===== src/rtl/ifetch_unit_pkg.sv =====
// Shared types for the instruction-fetch front end: fetch FSM state and prefetch queue entry.
package ifetch_unit_pkg;

   typedef enum logic [1:0] {
      IF_IDLE  = 2'd0,
      IF_REQ   = 2'd1,
      IF_DRAIN = 2'd2
   } ifetch_state_t;

   typedef struct packed {
      logic [31:0] word;
      logic [31:0] pc;
      logic        jump;
   } ifq_entry_t;

   function automatic logic [31:0] word_align(input logic [31:0] a);
      return {a[31:2], 2'b00};
   endfunction

endpackage


===== src/rtl/ifetch_queue.sv =====
// Prefetch FIFO of fetch entries with push/pop/flush; flush wins over both push and pop.
module ifetch_queue
   import ifetch_unit_pkg::*;
#(
   parameter int DEPTH = 2
) (
   input  logic                     clk,
   input  logic                     rst,
   input  logic                     i_push,
   input  ifq_entry_t               i_data,
   input  logic                     i_pop,
   input  logic                     i_flush,
   output ifq_entry_t               o_head,
   output logic [$clog2(DEPTH):0]   o_count,
   output logic                     o_full,
   output logic                     o_empty
);

   localparam int AW = $clog2(DEPTH);

   ifq_entry_t       r_mem [DEPTH];
   logic [AW-1:0]    r_wr;
   logic [AW-1:0]    r_rd;
   logic [AW:0]      r_cnt;
   logic             w_push;
   logic             w_pop;

   assign o_empty = (r_cnt == '0);
   assign o_full  = (r_cnt == (AW+1)'(DEPTH));
   assign w_push  = i_push && !i_flush;
   assign w_pop   = i_pop && !o_empty && !i_flush;

   // Entry storage carries no reset; the head mux below keeps outputs clean when empty.
   always_ff @(posedge clk) begin
      if (w_push) r_mem[r_wr] <= i_data;
   end

   always_ff @(posedge clk or posedge rst) begin
      if (rst) begin
         r_wr  <= '0;
         r_rd  <= '0;
         r_cnt <= '0;
      end else if (i_flush) begin
         r_wr  <= '0;
         r_rd  <= '0;
         r_cnt <= '0;
      end else begin
         if (w_push) r_wr <= r_wr + AW'(1);
         if (w_pop)  r_rd <= r_rd + AW'(1);
         case ({w_push, w_pop})
            2'b10:   r_cnt <= r_cnt + (AW+1)'(1);
            2'b01:   r_cnt <= r_cnt - (AW+1)'(1);
            default: r_cnt <= r_cnt;
         endcase
      end
   end

   assign o_head  = o_empty ? '0 : r_mem[r_rd];
   assign o_count = r_cnt;

endmodule


===== src/rtl/ifetch_unit.sv =====
// Instruction-fetch front end: word-aligned imem read sequencer feeding a prefetch queue.
// Optional statistics counters are built when IFETCH_STATS_EN is defined.
module ifetch_unit
   import ifetch_unit_pkg::*;
#(
   parameter int          DEPTH    = 2,
   parameter logic [31:0] RESET_PC = 32'h0000_0060
) (
   input  logic        clk,
   input  logic        rst,
   input  logic        redirect,
   input  logic [31:0] redirect_pc,
   input  logic        consume,
   output logic [31:0] word,
   output logic [31:0] word_pc,
   output logic        word_valid,
   output logic        word_jump,
   output logic        imem_read,
   output logic [31:0] imem_address,
   input  logic        imem_resp,
   input  logic [31:0] imem_rdata
`ifdef IFETCH_STATS_EN
   ,
   output logic [31:0] stat_bubbles,
   output logic [15:0] stat_redirects
`endif
);

   localparam int CW = $clog2(DEPTH) + 1;

   ifetch_state_t    r_state;
   logic [31:0]      r_fa;
   logic [31:0]      r_pc_next;
   logic [31:0]      r_imem_addr;
   logic             r_pend_jump;
   logic             r_imem_read;

   ifq_entry_t       w_head;
   ifq_entry_t       w_push_data;
   logic [CW-1:0]    w_count;
   logic [CW-1:0]    w_cnt_next;
   logic             w_full;
   logic             w_empty;
   logic             w_push;
   logic             w_pop;
   logic [31:0]      w_fa_inc;

   assign w_push      = (r_state == IF_REQ) && imem_resp && !redirect;
   assign w_pop       = consume && !w_empty && !redirect;
   assign w_fa_inc    = r_fa + 32'd4;
   assign w_push_data = {imem_rdata, r_pc_next, r_pend_jump};

   // Occupancy after this edge decides whether the next read may go out back-to-back.
   always_comb begin
      w_cnt_next = w_count;
      if (w_push && !w_pop)      w_cnt_next = w_count + CW'(1);
      else if (!w_push && w_pop) w_cnt_next = w_count - CW'(1);
   end

   ifetch_queue #(.DEPTH(DEPTH)) u_queue (
      .clk     (clk),
      .rst     (rst),
      .i_push  (w_push),
      .i_data  (w_push_data),
      .i_pop   (consume),
      .i_flush (redirect),
      .o_head  (w_head),
      .o_count (w_count),
      .o_full  (w_full),
      .o_empty (w_empty)
   );

   always_ff @(posedge clk or posedge rst) begin
      if (rst) begin
         r_state     <= IF_IDLE;
         r_imem_read <= 1'b0;
         r_imem_addr <= '0;
         r_fa        <= word_align(RESET_PC);
         r_pc_next   <= RESET_PC;
         r_pend_jump <= 1'b1;
      end else if (redirect) begin
         r_fa        <= word_align(redirect_pc);
         r_pc_next   <= {redirect_pc[31:1], 1'b0};
         r_pend_jump <= 1'b1;
         // An outstanding read can never be aborted; its data is dropped instead.
         if (r_state != IF_IDLE) begin
            if (imem_resp) begin
               r_state     <= IF_IDLE;
               r_imem_read <= 1'b0;
            end else begin
               r_state     <= IF_DRAIN;
            end
         end
      end else begin
         case (r_state)
            IF_IDLE: begin
               if (!w_full) begin
                  r_state     <= IF_REQ;
                  r_imem_read <= 1'b1;
                  r_imem_addr <= r_fa;
               end
            end
            IF_REQ: begin
               if (imem_resp) begin
                  r_pend_jump <= 1'b0;
                  r_fa        <= w_fa_inc;
                  r_pc_next   <= w_fa_inc;
                  if (w_cnt_next < CW'(DEPTH)) begin
                     r_imem_addr <= w_fa_inc;
                  end else begin
                     r_state     <= IF_IDLE;
                     r_imem_read <= 1'b0;
                  end
               end
            end
            IF_DRAIN: begin
               if (imem_resp) begin
                  r_state     <= IF_IDLE;
                  r_imem_read <= 1'b0;
               end
            end
            default: begin
               r_state     <= IF_IDLE;
               r_imem_read <= 1'b0;
            end
         endcase
      end
   end

   assign word         = w_head.word;
   assign word_pc      = w_head.pc;
   assign word_jump    = w_head.jump;
   assign word_valid   = !w_empty;
   assign imem_read    = r_imem_read;
   assign imem_address = r_imem_addr;

`ifdef IFETCH_STATS_EN
   logic [31:0] r_bubbles;
   logic [15:0] r_redirects;

   function automatic logic [15:0] sat_inc16(input logic [15:0] v);
      return (v == 16'hFFFF) ? v : v + 16'd1;
   endfunction

   always_ff @(posedge clk or posedge rst) begin
      if (rst) begin
         r_bubbles   <= '0;
         r_redirects <= '0;
      end else begin
         if (w_empty)  r_bubbles   <= r_bubbles + 32'd1;
         if (redirect) r_redirects <= sat_inc16(r_redirects);
      end
   end

   assign stat_bubbles   = r_bubbles;
   assign stat_redirects = r_redirects;
`endif

endmodule

===== config.mk =====
export PLATFORM = sky130hd
export DESIGN_NAME = ifetch_unit
export DESIGN_NICKNAME = d
export VERILOG_FILES = /design/src/rtl/ifetch_unit_pkg.sv /design/src/rtl/ifetch_queue.sv /design/src/rtl/ifetch_unit.sv
export SDC_FILE = /design/constraint.sdc
export NUM_CORES = 1
export LEC_CHECK = 0
export ABC_CLOCK_PERIOD_IN_PS = 5000
export BUFFER_PORTS_ARGS = -buffer_cell sky130_fd_sc_hd__buf_2
export CORE_MARGIN = 2
export CORE_UTILIZATION = 30
export DETAILED_ROUTE_END_ITERATION = 6
export SETUP_SLACK_MARGIN = 0.02
export SYNTH_ARGS = -nofsm -noshare
export SYNTH_HDL_FRONTEND = slang
export SYNTH_HIERARCHICAL = 1
export SYNTH_SLANG_ARGS = --single-unit

===== constraint.sdc =====
create_clock -name clk -period 5 [get_ports clk]
set_clock_uncertainty 0.15 [all_clocks]
set_input_delay 0.25 -clock clk [delete_from_list [all_inputs] [get_ports clk]]
set_output_delay 0.25 -clock clk [all_outputs]
set_load 0.01 [all_outputs]

* Yosys cells after proc, flatten, opt, wreduce, memory -nomap -nowiden
Memories as Yosys holds them, arrays and structs flattened. Cells that the tools add are included.
Word-level totals: register bits after elaboration 104, memory bits (writable) 130, input bits 69, word-level logic and storage cells 91, memories kept 1
Memory list:
- u_queue.r_mem | depth 2, width 65, rd ports 1, clocked after memory_dff 0, wr ports 1, RTL line ifetch_queue.sv:21 | ifq_entry_t r_mem [DEPTH];
Operators by class: $add $sub $neg 5, order comparisons 1, equality and inequality tests 13, multiplexer cells 37, bitwise gates (word level) 1, reductions and logical operators 24
Operators with widths (count):
- $mux W32 | 7
- $mux W65 | 1
- $pmux W32 S2 | 1
- $add A32 B3 Y32 const B | 1
- $mux W2 | 10
- $mux W1 | 15
- $ne A3 B3 Y1 const B | 4
- $reduce_bool A2 Y1 | 6
- $reduce_and A5 Y1 | 2
- $logic_and A1 B1 Y1 | 7
- $eq A2 B2 Y1 const B | 3
- $pmux W2 S3 | 1
- $eq A2 B1 Y1 const B | 2
- $logic_not A1 Y1 | 4
- $logic_not A2 Y1 | 2
- $ne A2 B1 Y1 const B | 2
- $ne A2 B2 Y1 const B | 2
- $pmux W2 S2 | 1
- $reduce_and A4 Y1 | 1
- $pmux W1 S3 | 1
- $reduce_bool A3 Y1 | 1
- $add A1 B1 Y1 const B | 2
- $add A2 B1 Y2 const B | 1
- $lt A2 B2 Y1 const B | 1
- 3 further kinds | 3

* Depth between registers and ports, before layout
word-level depth 12, depth in mapped cells 9, mapped depth without buffers 7

* By module
Netlist, hierarchy kept.
By module, submodules not included:
- ifetch_queue | times used 1, cells each 301, area an instance 5180.0 µm², sequential area each 4003.8 µm²
- ifetch_unit | times used 1, cells each 371, area an instance 3794.9 µm², sequential area each 1655.3 µm²

* Worst setup path before layout
Ideal clock, no wire load.
kind register to register, start point register r_state[0], end point memory u_queue/r_mem[0][0] (netlist name), enable pin, arrival 4.077 ns, data required time 4.361 ns, slack 0.284 ns, stages on the path, launching flop included 6, path buffers 1, cells stage by stage dfrtp_1 > buf_2 > nand2_1 > nor3_1 > nand2b_1 > nor2_1
On the way: cells in the longest elaborated chain, start to end 6
RTL lines:
- start, declared | RTL line ifetch_unit.sv:31 | ifetch_state_t r_state;
- start signal, assigned | RTL line ifetch_unit.sv:75 | r_state <= IF_IDLE;
- start signal, assigned | RTL line ifetch_unit.sv:88 | r_state <= IF_IDLE;
- start signal, assigned | RTL line ifetch_unit.sv:91 | r_state <= IF_DRAIN;
- $eq A2 B1 Y1 | RTL line ifetch_unit.sv:48 | assign w_push = (r_state == IF_REQ) && imem_resp && !redirect;
- $logic_and A1 B1 Y1 (2 in a row) | RTL line ifetch_unit.sv:48
- named net w_push | RTL line ifetch_unit.sv:44 | logic w_push;
- $logic_and A1 B1 Y1 | RTL line ifetch_queue.sv:30 | assign w_push = i_push && !i_flush;
- $mux W1 | RTL line ifetch_queue.sv:35 | if (w_push) r_mem[r_wr] <= i_data;
- $mux W1 (not written as such) | RTL line ifetch_queue.sv:35
- end, declared | RTL line ifetch_queue.sv:21
The timed path passes the listed nets, and every way through them passes these cells.

* Final worst setup path
start point register r_state[1], end point register r_imem_addr[25], in the netlist imem_address[25]
On the way: cells in the longest elaborated chain, start to end 10, elaborated cells on any way between the ends 16, classes of those cells order compare: 1; eq/ne: 4; mux: 3; reduce/logical: 8
RTL lines:
- $eq A2 B1 Y1 | RTL line ifetch_unit.sv:48, ifetch_unit.sv:95
- $logic_and A1 B1 Y1 (2 in a row) | RTL line ifetch_unit.sv:48
- $logic_not A1 Y1 | RTL line ifetch_unit.sv:57 | else if (!w_push && w_pop) w_cnt_next = w_count - CW'(1);
- $logic_and A1 B1 Y1 | RTL line ifetch_unit.sv:57
- $mux W2 | RTL line ifetch_unit.sv:57
- $mux W2 | RTL line ifetch_unit.sv:56 | if (w_push && !w_pop) w_cnt_next = w_count + CW'(1);
- $lt A2 B2 Y1 | RTL line ifetch_unit.sv:108 | if (w_cnt_next < CW'(DEPTH)) begin
- $ne A2 B1 Y1 (no source line)
- $reduce_and A5 Y1 (no source line)
- end signal, assigned | RTL line ifetch_unit.sv:100 | r_imem_addr <= r_fa;
- end signal, assigned | RTL line ifetch_unit.sv:109 | r_imem_addr <= w_fa_inc;
- end, declared | RTL line ifetch_unit.sv:34 | logic [31:0] r_imem_addr;
Parallel ways exist; a longest one is shown, timed or not. A chain may end at the register's enable or synchronous reset.

==> run metrics <==
Avg Inst Size Synth 13.4 sq um; CP Class reg2reg; setup ws final ~1.7 ns; count of final setup violators 0; vias in the first global route 5874; Sw Pwr 949 uW; initial antenna violation count 1; clock sink count 200; Die Ht ~180 microns; sequential share of power between 50% and 60%; Synth async-reset ratio 35.0%; Rows 63; number of synthesis warnings 6; Setup TNS 0 ns; Synth area leaders edfxtp_1 (43%), dfrtp_1 (19%), mux2i_1 (7.6%); # fillers 2857; Least-Margin Pin Slew 0.951 ns; Synth top cells by count edfxtp_1 (130), nor2_1 (82), mux2i_1 (68), dfrtp_1 (67), nand2_1 (67); worst min-delay path category in2reg; area of the mapped netlist 8970 sq um; WP data arrival 3.43 ns; WP buf/inv 1; pre-CTS setup slack 1.65 ns; CTS tree built; Req. time, crit path 5.16 ns; cell count after synthesis 672; Antenna diodes 0; core footprint 29600 sq um; CP max FO 18; footprint of the multi-input gates between 3000 and 4000 sq um; DRC marker count from the first detailed-route iteration ~370; CP top delay family simple AND/OR/NAND/NOR gates; EDFF count, synth 130; Hold Vio Cnt, Final 0; RSZ-0062 raised after global routing no; port buffer count 164; total clock buffers created by CTS 17; Pwr per Cell Area approximately 340 nW/um^2; Post-DRT Antenna Nets 0; Post-CTS Setup Repair Bufs 0; Top FF cell, synth edfxtp_1; count of cell types in the netlist 54; Worst Setup SP r_state[1]$_DFFE_PP0P_; DR pass1 iterations 6; GRT Total Usage between 10% and 20%; max-cap viol count 0; FMAX ~0.31 GHz; Area Growth Syn to Fin 26.3%; worst reg2reg startpoint r_state[1]$_DFFE_PP0P_; Nets about 960; Seq cells post-synth 200; WL final 20600 microns; register area 5660 sq um; Slowest-stage cell, CP a21oi_4; vias post-DR approximately 5700; final RePlAce weighted congestion about 0.76; Residual DRC 0; DR WL/cell 15.9 microns; critical-path cell list and3b_1 -> or3_4 -> nand2_2 -> xnor2_1 -> a21oi_4 -> buf_4 -> mux2_4; leakage power total 4.46 nW; sw frac 24.9%; internal power 2.86 mW; worst rel slew slack 36.4%; crit path time final approximately 3.3 ns; Initial Util 30.4%; Max IR drop VDD 0.155 mV; register area share after synthesis 63.1%; final HPWL from detailed placement approximately 13000 microns; Slew Limit Fails 0; final design utilization 38.3%; most frequent cell after synthesis edfxtp_1; CP Launch Type flop; fraction of layout cells with a size suffix above 1 between 20% and 30%; first-pass GRT wire length around 32000 microns; Clk network pwr share a little over a third; period utilization 65.4%; number of I/O pins 168; HP Start consume; die area 31300 sq um; Reg clk slew, reported paths 0.08 ns; Comb pwr share around an eighth; total congestion overflow 0; Die W 177 microns; Max Root-Sink Buffers 2; status completed; H-tree depth 4; slowest stage delay, CP 0.77 ns; Via density ~4.4; largest net degree at the start of global routing 77; Synth top area share 43.5%; clk root buf clkbuf_16; post-synthesis cell type with the largest combined area edfxtp_1; clk_lat worst skew 0.43 ns; endpoint type of the worst setup path flop
[tightest hold or removal path, cell delays in order]
cell     delay [ns]
buf_2          0.13
o21ai_1        0.08
mux2i_1        0.11
[layer usage]
layer  part of all wire [%]  wire length (microns)  global-route usage (%)  vias up
li1                       -                      -                       -     2789
met5                  0.039                      8                       0        -
met3                    4.7                    976                    3.29       22
met1                     46                   9480                    17.5     2756
met4                    1.7                    345                    4.03        2
met2                     47                   9750                    22.3      137
[power groups by stage]
stage | Sequential (mW) | Combinational, mW | Clock, mW
4_1_cts | 1.97 | 0.471 | 1.42
5_1_grt | 1.99 | 0.507 | 1.49
3_3_place_gp | 2.00 | 0.425 | 0
3_5_place_dp | 2.01 | 0.429 | 0
2_1_floorplan | 2.00 | 0.263 | 0
6_report | 1.97 | 0.461 | 1.38
[repair_timing]
item | CTS | global route
gates resized for setup | 0 | 0
endpoints found under the hold margin | 125 | 0
hold buffers | 65 | 0
[layout by cell type (no fill, tap or decap), types with 30 or more instances in the layout]
cell type / netlist / layout
dlygate4sd3_1: 0 / 65
mux2_4: 30 / 30
nor2_1: 82 / 80
xnor2_1: 34 / 34
nand2_1: 67 / 67
dfrtp_1: 67 / 66
mux2i_1: 68 / 68
o21ai_0: 30 / 30
edfxtp_1: 130 / 130
buf_2: 10 / 164
[path summary, 6_finish.rpt]
kind,cells past startpoint,to,slack [ns]
hold reg to reg,0,u_queue/r_mem[0][2]$_DFFE_PP_,0.33
min in group asynchronous,3,u_queue/o_count[1]$_DFFE_PP0P_,0.14
max in group asynchronous,4,r_pc_next[4]$_DFFE_PP0P_,3.36
setup / recovery,7,imem_address[25]$_DFFE_PP0P_,1.73
hold / removal,3,u_queue/o_count[0]$_DFFE_PP0P_,0.04
setup reg to reg,7,imem_address[25]$_DFFE_PP0P_,1.73
[metrics by stage]
stage	hold WS (ns)	instances	area (sq um)	total power, mW
after floorplan	-0.134	673	8980	2.27
after global placement	0.0181	1197	10100	2.43
after detailed placement	0.0113	1197	10100	2.44
after CTS	0.0232	1294	11300	3.86
after global routing	0.0640	1294	11300	3.98
final	0.0383	1294	11300	3.81
[state kept, by name, summed over array words and instances (netlist names)]
register	count
imem_read	1
r_pend_jump	1
u_queue/o_count	2
u_queue/r_wr	1
u_queue/r_mem	130
r_state	2
imem_address	30
u_queue/r_rd	1
r_pc_next	32
[cells by family (layout without fill, tap and decap cells)]
| family | count (synthesis) | in the layout | synth area share (%) |
|---|---|---|---|
| AOI/OAI and AO/OA | 43 | 43 | 2.72 |
| xor gates and xnor gates | 62 | 62 | 6.05 |
| adders and majority gates | 1 | 1 | 0.139 |
| buffers and inverters | 45 | 276 | 3.37 |
| DFF | 200 | 200 | 63.1 |
| muxes | 98 | 98 | 12.6 |
| other | 1 | 2 | 0.0418 |
| and+or+nand+nor | 222 | 222 | 12.0 |
[cell type report]
| type | instances | share of cell area, % |
|---|---|---|
| Timing Repair Buffer | 238 | 13.6 |
| Tap cell | 390 | 4.31 |
| Inverter | 6 | 0.199 |
| Sequential cell | 200 | 50.0 |
| Multi-Input combinational cell | 428 | 26.8 |
| Clock buffer | 23 | 4.51 |
| Clock inverter | 9 | 0.651 |
(Power assumes the default switching activity.)
